`src/rtl/lsu_mem_ctrl_if.sv`:
```
// Request/response and data_mem bus bundle for lsu_mem_ctrl.
// slave is the controller's view; master is the core/memory-model side.
interface lsu_mem_ctrl_if #(
  parameter int unsigned ADR_W = 8
);
  logic             req_valid;
  logic             req_ready;
  logic             req_we;
  logic [31:0]      req_addr;
  logic [1:0]       req_size;
  logic             req_unsigned;
  logic [31:0]      req_wdata;
  logic             resp_valid;
  logic [31:0]      resp_rdata;
  logic             resp_err;
  logic [ADR_W-1:0] mem_adr;
  logic             mem_we;
  logic [31:0]      mem_wdata;
  logic [31:0]      mem_rdata;

  modport slave (
    input  req_valid, req_we, req_addr, req_size, req_unsigned, req_wdata, mem_rdata,
    output req_ready, resp_valid, resp_rdata, resp_err, mem_adr, mem_we, mem_wdata
  );

  modport master (
    output req_valid, req_we, req_addr, req_size, req_unsigned, req_wdata, mem_rdata,
    input  req_ready, resp_valid, resp_rdata, resp_err, mem_adr, mem_we, mem_wdata
  );
endinterface

```
`src/rtl/lsu_mem_ctrl.sv`:
```
// Multi-cycle load/store initiator for data_mem: extension on loads, RMW merge on sub-word stores.
// Optional LSU_STATS_EN adds saturating load/store/error response counters.
module lsu_mem_ctrl #(
  parameter int unsigned ADR_W  = 8,
  parameter int unsigned DATA_W = 32
) (
  input  logic                 clk,
  input  logic                 rst,
  lsu_mem_ctrl_if.slave        bus
`ifdef LSU_STATS_EN
  ,
  output logic [15:0]          stat_loads,
  output logic [15:0]          stat_stores,
  output logic [15:0]          stat_errs
`endif
);

  localparam int unsigned HI_SHIFT = ADR_W + 2;

  typedef logic [DATA_W-1:0] word_t;
  typedef enum logic [1:0] {IDLE, READ, WRITE, RESP} state_t;

  state_t      state;
  logic        we_q;
  logic        uns_q;
  logic [1:0]  size_q;
  logic [1:0]  off_q;
  logic [15:0] wdata_q;
  logic        err_c;

  // Select the addressed lane of a read word and extend it to full width.
  function automatic word_t load_ext(input word_t w, input logic [1:0] size,
                                     input logic [1:0] off, input logic uns);
    logic [7:0]  b;
    logic [15:0] h;
    b = w[{off, 3'b000} +: 8];
    h = w[{off[1], 4'b0000} +: 16];
    case (size)
      2'b00:   load_ext = uns ? {24'd0, b} : {{24{b[7]}}, b};
      2'b01:   load_ext = uns ? {16'd0, h} : {{16{h[15]}}, h};
      default: load_ext = w;
    endcase
  endfunction

  // Replace only the addressed byte/half of the old word.
  function automatic word_t st_merge(input word_t old, input logic [15:0] wd,
                                     input logic [1:0] size, input logic [1:0] off);
    word_t mask;
    word_t data;
    if (size == 2'b00) begin
      mask = 32'h0000_00FF << {off, 3'b000};
      data = {24'd0, wd[7:0]} << {off, 3'b000};
    end else begin
      mask = 32'h0000_FFFF << {off[1], 4'b0000};
      data = {16'd0, wd} << {off[1], 4'b0000};
    end
    st_merge = (old & ~mask) | (data & mask);
  endfunction

  always_comb begin
    err_c = 1'b0;
    if (bus.req_size == 2'b11)                              err_c = 1'b1;
    if (bus.req_size == 2'b01 && bus.req_addr[0])           err_c = 1'b1;
    if (bus.req_size == 2'b10 && bus.req_addr[1:0] != 2'b00) err_c = 1'b1;
    if ((bus.req_addr >> HI_SHIFT) != 32'd0)                err_c = 1'b1;
  end

  always_ff @(posedge clk) begin
    if (rst) begin
      state           <= IDLE;
      bus.req_ready   <= 1'b1;
      bus.resp_valid  <= 1'b0;
      bus.resp_err    <= 1'b0;
      bus.resp_rdata  <= '0;
      bus.mem_we      <= 1'b0;
      bus.mem_adr     <= '0;
      bus.mem_wdata   <= '0;
      we_q            <= 1'b0;
      uns_q           <= 1'b0;
      size_q          <= 2'b00;
      off_q           <= 2'b00;
      wdata_q         <= 16'd0;
`ifdef LSU_STATS_EN
      stat_loads      <= 16'd0;
      stat_stores     <= 16'd0;
      stat_errs       <= 16'd0;
`endif
    end else begin
      case (state)
        IDLE: begin
          if (bus.req_valid && bus.req_ready) begin
            we_q          <= bus.req_we;
            uns_q         <= bus.req_unsigned;
            size_q        <= bus.req_size;
            off_q         <= bus.req_addr[1:0];
            wdata_q       <= bus.req_wdata[15:0];
            bus.req_ready <= 1'b0;
            if (err_c) begin
              state          <= RESP;
              bus.resp_valid <= 1'b1;
              bus.resp_err   <= 1'b1;
              bus.resp_rdata <= '0;
            end else if (bus.req_we && bus.req_size == 2'b10) begin
              state         <= WRITE;
              bus.mem_adr   <= bus.req_addr[ADR_W+1:2];
              bus.mem_we    <= 1'b1;
              bus.mem_wdata <= bus.req_wdata;
            end else begin
              // Loads and sub-word stores both fetch the addressed word first.
              state       <= READ;
              bus.mem_adr <= bus.req_addr[ADR_W+1:2];
            end
          end
        end
        READ: begin
          if (!we_q) begin
            state          <= RESP;
            bus.mem_adr    <= '0;
            bus.resp_valid <= 1'b1;
            bus.resp_err   <= 1'b0;
            bus.resp_rdata <= load_ext(bus.mem_rdata, size_q, off_q, uns_q);
          end else begin
            state         <= WRITE;
            bus.mem_we    <= 1'b1;
            bus.mem_wdata <= st_merge(bus.mem_rdata, wdata_q, size_q, off_q);
          end
        end
        WRITE: begin
          state          <= RESP;
          bus.mem_we     <= 1'b0;
          bus.mem_wdata  <= '0;
          bus.mem_adr    <= '0;
          bus.resp_valid <= 1'b1;
          bus.resp_err   <= 1'b0;
          bus.resp_rdata <= '0;
        end
        default: begin
          state          <= IDLE;
          bus.resp_valid <= 1'b0;
          bus.req_ready  <= 1'b1;
`ifdef LSU_STATS_EN
          if (bus.resp_err) begin
            if (stat_errs != 16'hFFFF) stat_errs <= stat_errs + 16'd1;
          end else if (we_q) begin
            if (stat_stores != 16'hFFFF) stat_stores <= stat_stores + 16'd1;
          end else begin
            if (stat_loads != 16'hFFFF) stat_loads <= stat_loads + 16'd1;
          end
`endif
        end
      endcase
    end
  end

endmodule

```
`src/flat_wrapper.sv`:
```
// flat-port wrapper written by rule: the top's interface ports become plain ports
module lsu_mem_ctrl_flat 
#(
  parameter int unsigned ADR_W  = 8,
  parameter int unsigned DATA_W = 32
)
  (clk, rst, bus_req_valid, bus_req_we, bus_req_addr, bus_req_size, bus_req_unsigned, bus_req_wdata, bus_mem_rdata, bus_req_ready, bus_resp_valid, bus_resp_rdata, bus_resp_err, bus_mem_adr, bus_mem_we, bus_mem_wdata);
  lsu_mem_ctrl_if #(.ADR_W(ADR_W)) bus_i ();
  input  logic clk;
  input  logic rst;
  input wire logic [$bits(bus_i.req_valid)-1:0] bus_req_valid;
  input wire logic [$bits(bus_i.req_we)-1:0] bus_req_we;
  input wire logic [$bits(bus_i.req_addr)-1:0] bus_req_addr;
  input wire logic [$bits(bus_i.req_size)-1:0] bus_req_size;
  input wire logic [$bits(bus_i.req_unsigned)-1:0] bus_req_unsigned;
  input wire logic [$bits(bus_i.req_wdata)-1:0] bus_req_wdata;
  input wire logic [$bits(bus_i.mem_rdata)-1:0] bus_mem_rdata;
  output wire logic [$bits(bus_i.req_ready)-1:0] bus_req_ready;
  output wire logic [$bits(bus_i.resp_valid)-1:0] bus_resp_valid;
  output wire logic [$bits(bus_i.resp_rdata)-1:0] bus_resp_rdata;
  output wire logic [$bits(bus_i.resp_err)-1:0] bus_resp_err;
  output wire logic [$bits(bus_i.mem_adr)-1:0] bus_mem_adr;
  output wire logic [$bits(bus_i.mem_we)-1:0] bus_mem_we;
  output wire logic [$bits(bus_i.mem_wdata)-1:0] bus_mem_wdata;
  assign bus_i.req_valid = bus_req_valid;
  assign bus_i.req_we = bus_req_we;
  assign bus_i.req_addr = bus_req_addr;
  assign bus_i.req_size = bus_req_size;
  assign bus_i.req_unsigned = bus_req_unsigned;
  assign bus_i.req_wdata = bus_req_wdata;
  assign bus_i.mem_rdata = bus_mem_rdata;
  assign bus_req_ready = bus_i.req_ready;
  assign bus_resp_valid = bus_i.resp_valid;
  assign bus_resp_rdata = bus_i.resp_rdata;
  assign bus_resp_err = bus_i.resp_err;
  assign bus_mem_adr = bus_i.mem_adr;
  assign bus_mem_we = bus_i.mem_we;
  assign bus_mem_wdata = bus_i.mem_wdata;
  lsu_mem_ctrl #(.ADR_W(ADR_W), .DATA_W(DATA_W)) u_core (.clk(clk), .rst(rst), .bus(bus_i));
endmodule
```
`config.mk`:
```
export PLATFORM = sky130hd
export DESIGN_NAME = lsu_mem_ctrl_flat
export DESIGN_NICKNAME = d
export VERILOG_FILES = /design/src/rtl/lsu_mem_ctrl_if.sv /design/src/rtl/lsu_mem_ctrl.sv /design/src/flat_wrapper.sv
export SDC_FILE = /design/constraint.sdc
export NUM_CORES = 1
export LEC_CHECK = 0
export CAP_MARGIN = 20
export CORE_MARGIN = 4
export CORE_UTILIZATION = 40
export CTS_CLUSTER_SIZE = 24
export DETAILED_ROUTE_END_ITERATION = 8
export PLACE_DENSITY = 0.71
export REMOVE_ABC_BUFFERS = 1
export SLEW_MARGIN = 10
export SYNTH_ARGS = -nofsm -noshare
export SYNTH_HDL_FRONTEND = slang
export SYNTH_SLANG_ARGS = --single-unit
```
`constraint.sdc`:
```
create_clock -name clk -period 2.4 [get_ports clk]
set_input_delay 0.48 -clock clk [delete_from_list [all_inputs] [get_ports clk]]
set_output_delay 0.48 -clock clk [all_outputs]
set_load 0.005 [all_outputs]
```
==> impl_metrics.yaml <==
route:
  detail-route-antenna-nets: 0
  route.vias.total: 5656
  wirelength_per_cell_um: 18.33
  avgViaCountPerCell: 5.502
  drt-pass1-iter-count: 8
  drcViolationCount: 0
  finalWirelength_mm: 18.84
  drt_iter0_drc: 448
place:
  place.gp.congestion: 0.8697
  port_buffer_cells: 178
  dpl_cell_area_um2: 7600
  place.detailed.hpwl_mm: 14.09
timing:
  slew-limit-headroom: 0.6064
  fin_skew_ns: 0.006754
  final_max_slew_viol_count: 0
  grt_setup_unrepaired: "no"
  setup-violations-final: 0
  worstMarginPinSlew_ns: 0.5882
  period_minus_slack_ns: 2.226
  finalCritPeriodShare: 0.9275
  achievable-frequency_mhz: 449.2
  hold_viol: 0
  fin_tns_setup_ns: 0
flow_run:
  maxCapViolCount: 0
critical_path:
  crit_family: "simple AND/OR/NAND/NOR gates"
  critical_path.reg2reg.endpoint: "u_core.bus.resp_rdata[2]"
  worstReg2RegStart: "u_core.off_q[1]"
  start_kind: "input port"
  cpPeakStageDelay_ns: 0.41
  path_class: "in2reg"
  regToRegSetupSlack_ns: 0.34
  path_buf_inv: 2
  cp-end-kind: "register"
  worst_path_arrival_ns: 2.47
  crit_path_cell_trace: "clkdlybuf4s50_1, nor4_1, nand4_1, o31ai_4, buf_4, nand3_2, mux2_2"
  worstPathRequired_ns: 2.65
  length_in_cells_of_the_worst_reg_to_reg_path: 5
  worst_path_max_delay_cell: "sky130_fd_sc_hd__clkdlybuf4s50_1"
  critical_path_peak_fanout: 10
power:
  power_per_cell_area_nw_per_um2: 1014
  p_leak_nw: 3.024
  fin_total_pwr_w: 0.008032
  max-vdd-ir-drop_mv: 0.6035
cts:
  clock_sinks: 100
  cts.reportedPaths.clkPinSlew_ns: 0.07
  clock-root-buffer: "sky130_fd_sc_hd__clkbuf_16"
  h_tree_lvls: 3
  post-cts-setup-buffers: 0
  tritoncts: "done"
  worstSkewPairLatency_ns: 0.35
  cts.path.max_buffers: 2
  cts_inserted_buffers: 9
grt:
  number_of_global_route_vias_before_repair: 5689
  antenna_violations_before_repair: 0
  grt_start_max_net_pins: 91
  gr-usage-all-layers: 0.2341
  grt-ovfl-total: 0
  grt_first_pass_wirelength_mm: 29.81
cells_and_area:
  antennaDiodeCount: 0
  area_delta_synth_final_pct: 43.42
  fillers: 1210
  seq_area_um2: 2002
  final_cell_area_um2: 7919
  multi_input_area_um2: 3256
  drive_above_1_share: 0.1432
  nNetsFinal: 954
worst_hold_path:
  timing.hold.worst.start: "u_core.wdata_q[9]"
  whs_path_depth: 2
  min_to: "u_core.wdata_q[9]"
  holdCritPathClass: "reg2reg"
yosys:
  ys_async_sr_fraction: 0
  synth_top_area_share: 0.3626
  yosys_most_used_dff: "sky130_fd_sc_hd__dfxtp_1"
  synth_area_per_cell_um2: 8.180
  synth_seq_area_share: 0.3626
  synth.ff_latch_count: 100
  number_of_enable_type_register_cells_in_the_synthesized_netlist: 0
  yosys_warnings: 0
  post_synth_inst_count: 675
  synth_cell_types: 45
  yosysMostFrequentCell: "sky130_fd_sc_hd__nand2_1"
  netlist_area_um2: 5522
  ys_top_cells_by_count: "sky130_fd_sc_hd__nand2_1 (128), sky130_fd_sc_hd__dfxtp_1 (100), sky130_fd_sc_hd__a21oi_1 (88)"
  yosys-top-cells-area: "sky130_fd_sc_hd__dfxtp_1 (36%), sky130_fd_sc_hd__mux2_2 (11%), sky130_fd_sc_hd__nor2b_1 (9.4%)"
  yosysTopAreaCell: "sky130_fd_sc_hd__dfxtp_1"
die:
  floorplan.io_pins: 179
  die-height_um: 125.5
  overall_die_area_um2: 15750
  initial_utilization: 0.4120
  die_x_um: 125.5
  rows: 42
  coreArea_um2: 13400
status:
  outcome: "finished, final reports clean"
[layer usage]
| layer | wire (um) | vias to the layer above | track usage |
|---|---|---|---|
| li1 | - | 2706 | - |
| met1 | 8123 | 2646 | 0.3091 |
| met2 | 8746 | 268 | 0.3735 |
| met3 | 1381 | 36 | 0.04435 |
| met4 | 587 | 0 | 0.1020 |
| met5 | 0 | - | 0 |
[stage by stage]
step	instances	worst slack (ns)	util	hold slack, ns
6_report	1028	0.1740	0.5909	0.4582
5_1_grt	1028	0.01219	0.5909	0.4889
4_1_cts	1028	0.1730	0.5906	0.4573
3_5_place_dp	1012	-0.1914	0.5671	0.4476
3_3_place_gp	1012	-0.1020	0.5671	0.4419
2_1_floorplan	621	-0.4119	-	0.4268
[repair_timing]
action	in CTS	in global routing
endpoints found under the setup margin	0	7
hold buffers	0	0
gates resized for setup	0	1
[flip-flops by register name, summed over array words and instances (netlist names)]
register               flops
u_core.bus.resp_valid      1
u_core.bus.resp_rdata     32
u_core.uns_q               1
u_core.off_q               2
u_core.size_q              2
u_core.bus.mem_wdata      32
u_core.bus.mem_adr         8
u_core.wdata_q            16
u_core.we_q                1
u_core.bus.resp_err        1
u_core.state               2
u_core.bus.mem_we          1
u_core.bus.req_ready       1
[cells in the final DEF, fill, tap and decap left out, drive strengths merged, types with 2 or more instances in the layout]
cell type,n
nor3b,3
a22oi,8
a22o,7
clkbuf,13
a222oi,7
nor2,17
clkdlybuf4s50,177
o22ai,16
nand2,128
dfxtp,100
nand3,4
and3,18
nor3,4
o211ai,2
inv,6
nand4,2
nor2b,83
clkinv,2
nor4,5
a311oi,14
or2,2
mux2i,12
o21ai,19
ha,4
a21oi,89
mux2,59
buf,38
[how the worst max path moves through the flow]
stage / depth (start not counted) / start / endpoint / slack [ns]
5_1_grt: 7 / bus_req_addr[13] / u_core.bus.mem_wdata[8] / 0.01
2_1_floorplan: 7 / u_core.state[0] / u_core.bus.mem_wdata[27] / -0.41
3_5_place_dp: 7 / bus_req_addr[13] / u_core.bus.mem_wdata[8] / -0.19
6_report: 7 / bus_req_addr[11] / u_core.bus.mem_wdata[10] / 0.17
3_3_place_gp: 7 / bus_req_addr[29] / u_core.bus.mem_wdata[10] / -0.10
4_1_cts: 5 / u_core.off_q[1] / u_core.bus.resp_rdata[2] / 0.17
[layout make-up]
cell class,instances,share of cell area
timing repair buffer,215,0.2658
sequential,100,0.2528
clock inverter,3,0.005530
tap,176,0.02781
clock buffer,13,0.03413
inverter,6,0.002844
multi-input combinational,515,0.4111
[worst min-delay path: cells and delay by family, from the launching register on]
kind	cells	cell delay, ns
AND/OR/NAND/NOR	1	0.05
flip-flops	1	0.31
AO/OA/AOI/OAI	1	0.05
[where the power goes]
| part | switching, W | internal [W] |
|---|---|---|
| clock network | 0.000650 | 0.000895 |
| registers | 0.000304 | 0.00207 |
| logic | 0.00203 | 0.00208 |
[kinds of logic (layout without fill, tap and decap cells)]
group,after synthesis,count (layout),share of synthesized area
and+or+nand+nor,271,271,0.2438
DFF,100,100,0.3626
buffers and inverters,60,237,0.05008
adders and majority gates,4,4,0.009064
muxes,71,71,0.1448
AOI/OAI and AO/OA,169,169,0.1897
No activity file was read; power rests on OpenSTA's default activity.
